`src/rtl/logic_chain_pkg.sv`:
```
// Shared types and the bitwise operator helper for the logic chain pipeline.
package logic_chain_pkg;

  typedef enum logic [1:0] {
    OP_AND  = 2'b00,
    OP_OR   = 2'b01,
    OP_XOR  = 2'b10,
    OP_XNOR = 2'b11
  } op_t;

  // Operands are widened to this word so a single function serves every WIDTH <= 64.
  localparam int unsigned OP_MAX_W = 64;
  typedef logic [OP_MAX_W-1:0] op_word_t;

  function automatic op_word_t apply_op(input op_t op, input op_word_t x, input op_word_t y);
    op_word_t r;
    r = '0;
    case (op)
      OP_AND:  r = x & y;
      OP_OR:   r = x | y;
      OP_XOR:  r = x ^ y;
      OP_XNOR: r = ~(x ^ y);
      default: r = '0;
    endcase
    return r;
  endfunction

endpackage

```
`src/rtl/logic_chain_pipe_stage.sv`:
```
// Generic valid/ready register slice; payload holds while the downstream stalls.
// Handshake: a beat moves when valid && ready; valid never drops and data never
// changes while valid is high and ready is low.
module pipe_stage #(
  parameter int unsigned W = 8
) (
  input  logic         clk,
  input  logic         rst,
  input  logic         in_valid,
  output logic         in_ready,
  input  logic [W-1:0] in_data,
  output logic         out_valid,
  input  logic         out_ready,
  output logic [W-1:0] out_data
);

  assign in_ready = !out_valid || out_ready;

  always_ff @(posedge clk) begin
    if (rst) begin
      out_valid <= 1'b0;
      out_data  <= '0;
    end else if (in_ready) begin
      out_valid <= in_valid;
      if (in_valid) out_data <= in_data;
    end
  end

endmodule

```
`src/rtl/logic_chain_pipe.sv`:
```
// Two-stage pipelined gate chain: d = a op b, e = (fresh or previous d) op c,
// with valid/ready on both sides and a completed-transaction counter.
module logic_chain_pipe
  import logic_chain_pkg::*;
#(
  parameter int unsigned WIDTH = 8,
  parameter int unsigned CNT_W = 16
) (
  input  logic             clk,
  input  logic             rst,
  input  logic             in_valid,
  output logic             in_ready,
  input  logic [WIDTH-1:0] a,
  input  logic [WIDTH-1:0] b,
  input  logic [WIDTH-1:0] c,
  input  logic [1:0]       op,
  input  logic             chain_mode,
  output logic             out_valid,
  input  logic             out_ready,
  output logic [WIDTH-1:0] d,
  output logic [WIDTH-1:0] e,
  output logic [CNT_W-1:0] txn_count
);

  localparam int unsigned S1_W = 2 * WIDTH + 3;
  localparam int unsigned S2_W = 2 * WIDTH;

  logic [WIDTH-1:0] d_new;
  logic [S1_W-1:0]  s1_in;
  logic [S1_W-1:0]  s1_q;
  logic             s1_v;
  logic             s2_ready;
  logic             s1_advance;
  logic [WIDTH-1:0] s1_d;
  logic [WIDTH-1:0] s1_c;
  op_t              s1_op;
  logic             s1_mode;
  logic [WIDTH-1:0] prev_d;
  logic [WIDTH-1:0] chain_src;
  logic [WIDTH-1:0] e_next;
  logic [S2_W-1:0]  s2_in;
  logic [S2_W-1:0]  s2_q;

  // op and chain_mode travel with the transaction so later input changes cannot affect it.
  assign d_new = WIDTH'(apply_op(op_t'(op), op_word_t'(a), op_word_t'(b)));
  assign s1_in = {d_new, c, op, chain_mode};

  pipe_stage #(.W(S1_W)) u_s1 (
    .clk       (clk),
    .rst       (rst),
    .in_valid  (in_valid),
    .in_ready  (in_ready),
    .in_data   (s1_in),
    .out_valid (s1_v),
    .out_ready (s2_ready),
    .out_data  (s1_q)
  );

  assign s1_d       = s1_q[S1_W-1 -: WIDTH];
  assign s1_c       = s1_q[WIDTH+2 -: WIDTH];
  assign s1_op      = op_t'(s1_q[2:1]);
  assign s1_mode    = s1_q[0];
  assign s1_advance = s1_v && s2_ready;

  // prev_d is read before its own update on the same edge (registered chaining).
  assign chain_src = s1_mode ? prev_d : s1_d;
  assign e_next    = WIDTH'(apply_op(s1_op, op_word_t'(chain_src), op_word_t'(s1_c)));
  assign s2_in     = {s1_d, e_next};

  pipe_stage #(.W(S2_W)) u_s2 (
    .clk       (clk),
    .rst       (rst),
    .in_valid  (s1_v),
    .in_ready  (s2_ready),
    .in_data   (s2_in),
    .out_valid (out_valid),
    .out_ready (out_ready),
    .out_data  (s2_q)
  );

  assign d = s2_q[S2_W-1 -: WIDTH];
  assign e = s2_q[WIDTH-1:0];

  always_ff @(posedge clk) begin
    if (rst) begin
      prev_d <= '0;
    end else if (s1_advance) begin
      prev_d <= s1_d;
    end
  end

  always_ff @(posedge clk) begin
    if (rst) begin
      txn_count <= '0;
    end else if (out_valid && out_ready) begin
      txn_count <= txn_count + 1'b1;
    end
  end

endmodule

```
`config.mk`:
```
export PLATFORM = sky130hd
export DESIGN_NAME = logic_chain_pipe
export DESIGN_NICKNAME = d
export VERILOG_FILES = /design/src/rtl/logic_chain_pkg.sv /design/src/rtl/logic_chain_pipe_stage.sv /design/src/rtl/logic_chain_pipe.sv
export SDC_FILE = /design/constraint.sdc
export NUM_CORES = 1
export LEC_CHECK = 0
export BUFFER_PORTS_ARGS = -buffer_cell sky130_fd_sc_hd__clkbuf_2
export CORE_UTILIZATION = 32
export DETAILED_ROUTE_END_ITERATION = 8
export SLEW_MARGIN = 10
export SYNTH_ARGS = -nofsm -noshare
export SYNTH_HDL_FRONTEND = slang
export SYNTH_SLANG_ARGS = --single-unit
export TNS_END_PERCENT = 100
```
`constraint.sdc`:
```
create_clock -name clk -period 4 [get_ports clk]
set_clock_uncertainty 0.1 [all_clocks]
set_input_delay 0.4 -clock clk [delete_from_list [all_inputs] [get_ports clk]]
set_output_delay 0.4 -clock clk [all_outputs]
set_load 0.03 [all_outputs]
```
==> flow_metrics.py <==
metrics = {
    "route": {
        "wl_mm": 6.636,
        "antenna_left": 0,
        "route.vias.total": 2521,
        "drc": 0,
        "firstDrtPassIters": 4,
        "drt-initial-drc-count": 113,
        "routed_via_density": 4.551,
        "wl_per_cell_um": 11.98,
    },
    "synthesis": {
        "synthCells": 375,
        "synth-simple-area-share": 0.1736,
        "synth_edf_count": 0,
        "ys_seq_area_frac": 0.3407,
        "synth-compound-area-share": 0.1077,
        "netlist_area_sq_um": 3114,
        "synthArstFlopShare": 0,
        "yosysUniqueCellTypes": 29,
        "yosys_warnings": 0,
        "avgSynthCellArea_sq_um": 8.305,
        "yosys.area.top_type": "dfxtp_1",
        "synth_top_area_frac": 0.3407,
        "synth_top_family_by_area": "simple AND/OR/NAND/NOR gates",
        "muxShareOfSynthArea": 0.1450,
        "synthFlopType": "dfxtp_1",
        "synth_commonest_cells": "nand2_1 (82), dfxtp_1 (53), a21oi_1 (41), inv_1 (35)",
        "synth_xor_area_frac": 0.03094,
        "yosysMostFrequentCell": "nand2_1",
        "synthAdderAreaFrac": 0.1326,
        "synthTopCellsByArea": "dfxtp_1 (34%), ha_1 (13%), mux2_2 (12%)",
        "ys_ff_latch": 53,
        "synth.net_count": 439,
    },
    "setup_path": {
        "path_class": "register to register",
        "cp-start-kind": "register",
        "endpoint_kind": "register",
        "worst_ep_required_time_ps": 4040,
        "r2r-start": "u_s1.out_data[0]",
        "r2r_slack_ps": 1880,
        "crit_arrival_ps": 2160,
        "reg2reg_depth": 5,
        "cp_max_fo": 9,
        "r2r-end": "u_s2.out_data[2]",
    },
    "floorplanning": {
        "die-area_sq_um": 10130,
        "core_area_sq_um": 9328,
        "rows": 35,
        "ios": 65,
        "initial_utilization": 0.3339,
        "dieHeight_um": 100.7,
        "die_width_um": 100.7,
    },
    "power_and_ir_drop": {
        "ir_worst_vdd_v": 0.0001294,
        "power_density_nw_per_um2": 291.5,
        "power.total_mw": 1.050,
        "power.leakage_nw": 1.596,
    },
    "global_route": {
        "grt_pass1_vias": 2348,
        "gr-usage-all-layers": 0.1359,
        "grt_max_degree": 55,
        "grt-ovfl-total": 0,
        "grt_pass1_wl_mm": 10.98,
        "antenna_found_initial": 0,
    },
    "cts": {
        "root_buffer": "clkbuf_8",
        "cts-hold-fix-buffers": 0,
        "clk_latency_ps": 300,
        "post_cts_resized": 0,
        "cts_setup_buffers": 0,
        "cts_buffer_depth": 2,
        "path_clk_slew_ps": 90,
        "htree_levels": 2,
        "cts_inserted_buffers": 5,
        "clock-sinks": 53,
        "cts_tree": "built",
    },
    "hold_path": {
        "hold_end": "u_s1.out_data[0]",
        "hp-start": "chain_mode",
        "hold_class": "input port to register",
        "holdPathStages": 3,
    },
    "placed_design": {
        "place_hpwl_mm": 4.856,
        "routabilityCongestion": 0.7883,
        "port_buffers": 64,
    },
    "finish": {
        "drive_gt1_frac": 0.2541,
        "multiInputGateArea_sq_um": 1837,
        "regArea_sq_um": 1061,
        "syn_to_final_growth_pct": 15.63,
        "antenna-diode-count": 0,
        "layout.nets": 489,
        "fill_cells": 959,
    },
    "timing": {
        "fmaxAchievable_mhz": 472.2,
        "max_slew_margin": 0.2578,
        "rsz0062_at_grt": "no",
        "hold_viol_final": 0,
        "post-route-period-util": 0.5294,
        "finalSetupViolations": 0,
        "slew_violations": 0,
        "fin_setup_tns_ps": 0,
        "fin_crit_ps": 2118,
        "tightest_slew_ps": 1113,
    },
    "run_status": {
        "status": "complete, no violations",
    },
    "run": {
        "cap_viol_max_count": 0,
    },
}
-- critical path, stage by stage, from the launching register on --
cell and delay (ps):
dfxtp_1 630, mux2i_1 410, ha_1 310, mux2_2 270, o211ai_1 160, a21oi_1 80
-- kinds of logic after synthesis --
group,after synthesis
AOI/OAI and AO/OA,59
adders and majority gates,33
and+or+nand+nor,122
xor gates and xnor gates,11
DFF,53
buffers and inverters,56
muxes,41
-- routing by layer --
| layer | vias up | GRT usage | routed length, um |
|---|---|---|---|
| met5 | - | 0 | 0 |
| met4 | 0 | 0.04571 | 108 |
| met3 | 6 | 0.02219 | 224 |
| met2 | 41 | 0.2271 | 3121 |
| met1 | 1132 | 0.1779 | 3181 |
| li1 | 1342 | - | - |
-- sequential cells by signal, indices dropped and copies added (netlist names) --
register	count
prev_d	8
u_s2.out_valid	1
u_s1.out_valid	1
u_s1.out_data	19
txn_count	16
u_s2.out_data	8
-- report_power, final --
group | leakage (nW) | switching (mW) | total (mW) | internal [mW]
Combinational | 1.12 | 0.0953 | 0.174 | 0.0783
Clock | 0.0433 | 0.169 | 0.307 | 0.137
Sequential | 0.432 | 0.0227 | 0.570 | 0.547
Total | 1.60 | 0.287 | 1.05 | 0.762
-- per-stage QoR --
| stage | setup slack, ps | std cells | util | hold WS (ps) | instance area (sq um) |
|---|---|---|---|---|---|
| final | 1882 | 554 | 0.3861 | 216.3 | 3601 |
| after detailed placement | 1932 | 547 | 0.3764 | 348.3 | 3511 |
| after CTS | 1916 | 554 | 0.3861 | 205.4 | 3601 |
| after global routing | 1750 | 554 | 0.3861 | 213.4 | 3601 |
| after global placement | 1972 | 547 | 0.3764 | 345.9 | 3511 |
| after floorplan | 2001 | 375 | - | 344.5 | 3114 |
-- layout make-up --
cell class	count	area share
clock inverters	1	0.002085
well taps	129	0.04482
clock buffers	6	0.02293
inverters	35	0.03648
multi-input cells	266	0.5101
flip-flops and latches	53	0.2947
repair buffers	64	0.08895
-- cells in the final DEF, fill, tap and decap left out --
cell	count
clkbuf_8	6
ha_1	33
or3_1	2
xnor2_1	7
a21oi_1	41
or3_4	1
nor2b_1	1
nand3_1	5
and4_1	1
nand4_4	1
nand4_1	3
inv_1	35
or3_2	1
nand2_1	82
nand2b_1	1
clkbuf_2	64
clkinvlp_4	1
nor3_1	5
mux2i_1	8
or2_2	1
nor4_1	3
dfxtp_1	53
nand3b_1	1
mux2_2	33
nor2_1	12
xor2_1	4
and2_1	2
o211ai_1	16
o21ai_0	2
-- how the worst max path moves through the flow --
stage | startpoint | endpoint | slack (ps) | depth (start not counted)
5_1_grt | u_s1.out_data[0] | u_s2.out_data[1] | 1750 | 5
4_1_cts | u_s1.out_data[0] | u_s2.out_data[2] | 1920 | 5
6_report | u_s1.out_data[0] | u_s2.out_data[2] | 1880 | 5
2_1_floorplan | u_s2.out_valid | u_s1.out_data[10] | 2000 | 5
3_3_place_gp | u_s1.out_data[0] | u_s2.out_data[2] | 1970 | 5
3_5_place_dp | u_s1.out_data[0] | u_s2.out_data[2] | 1930 | 5
No activity file was read; power rests on OpenSTA's default activity.
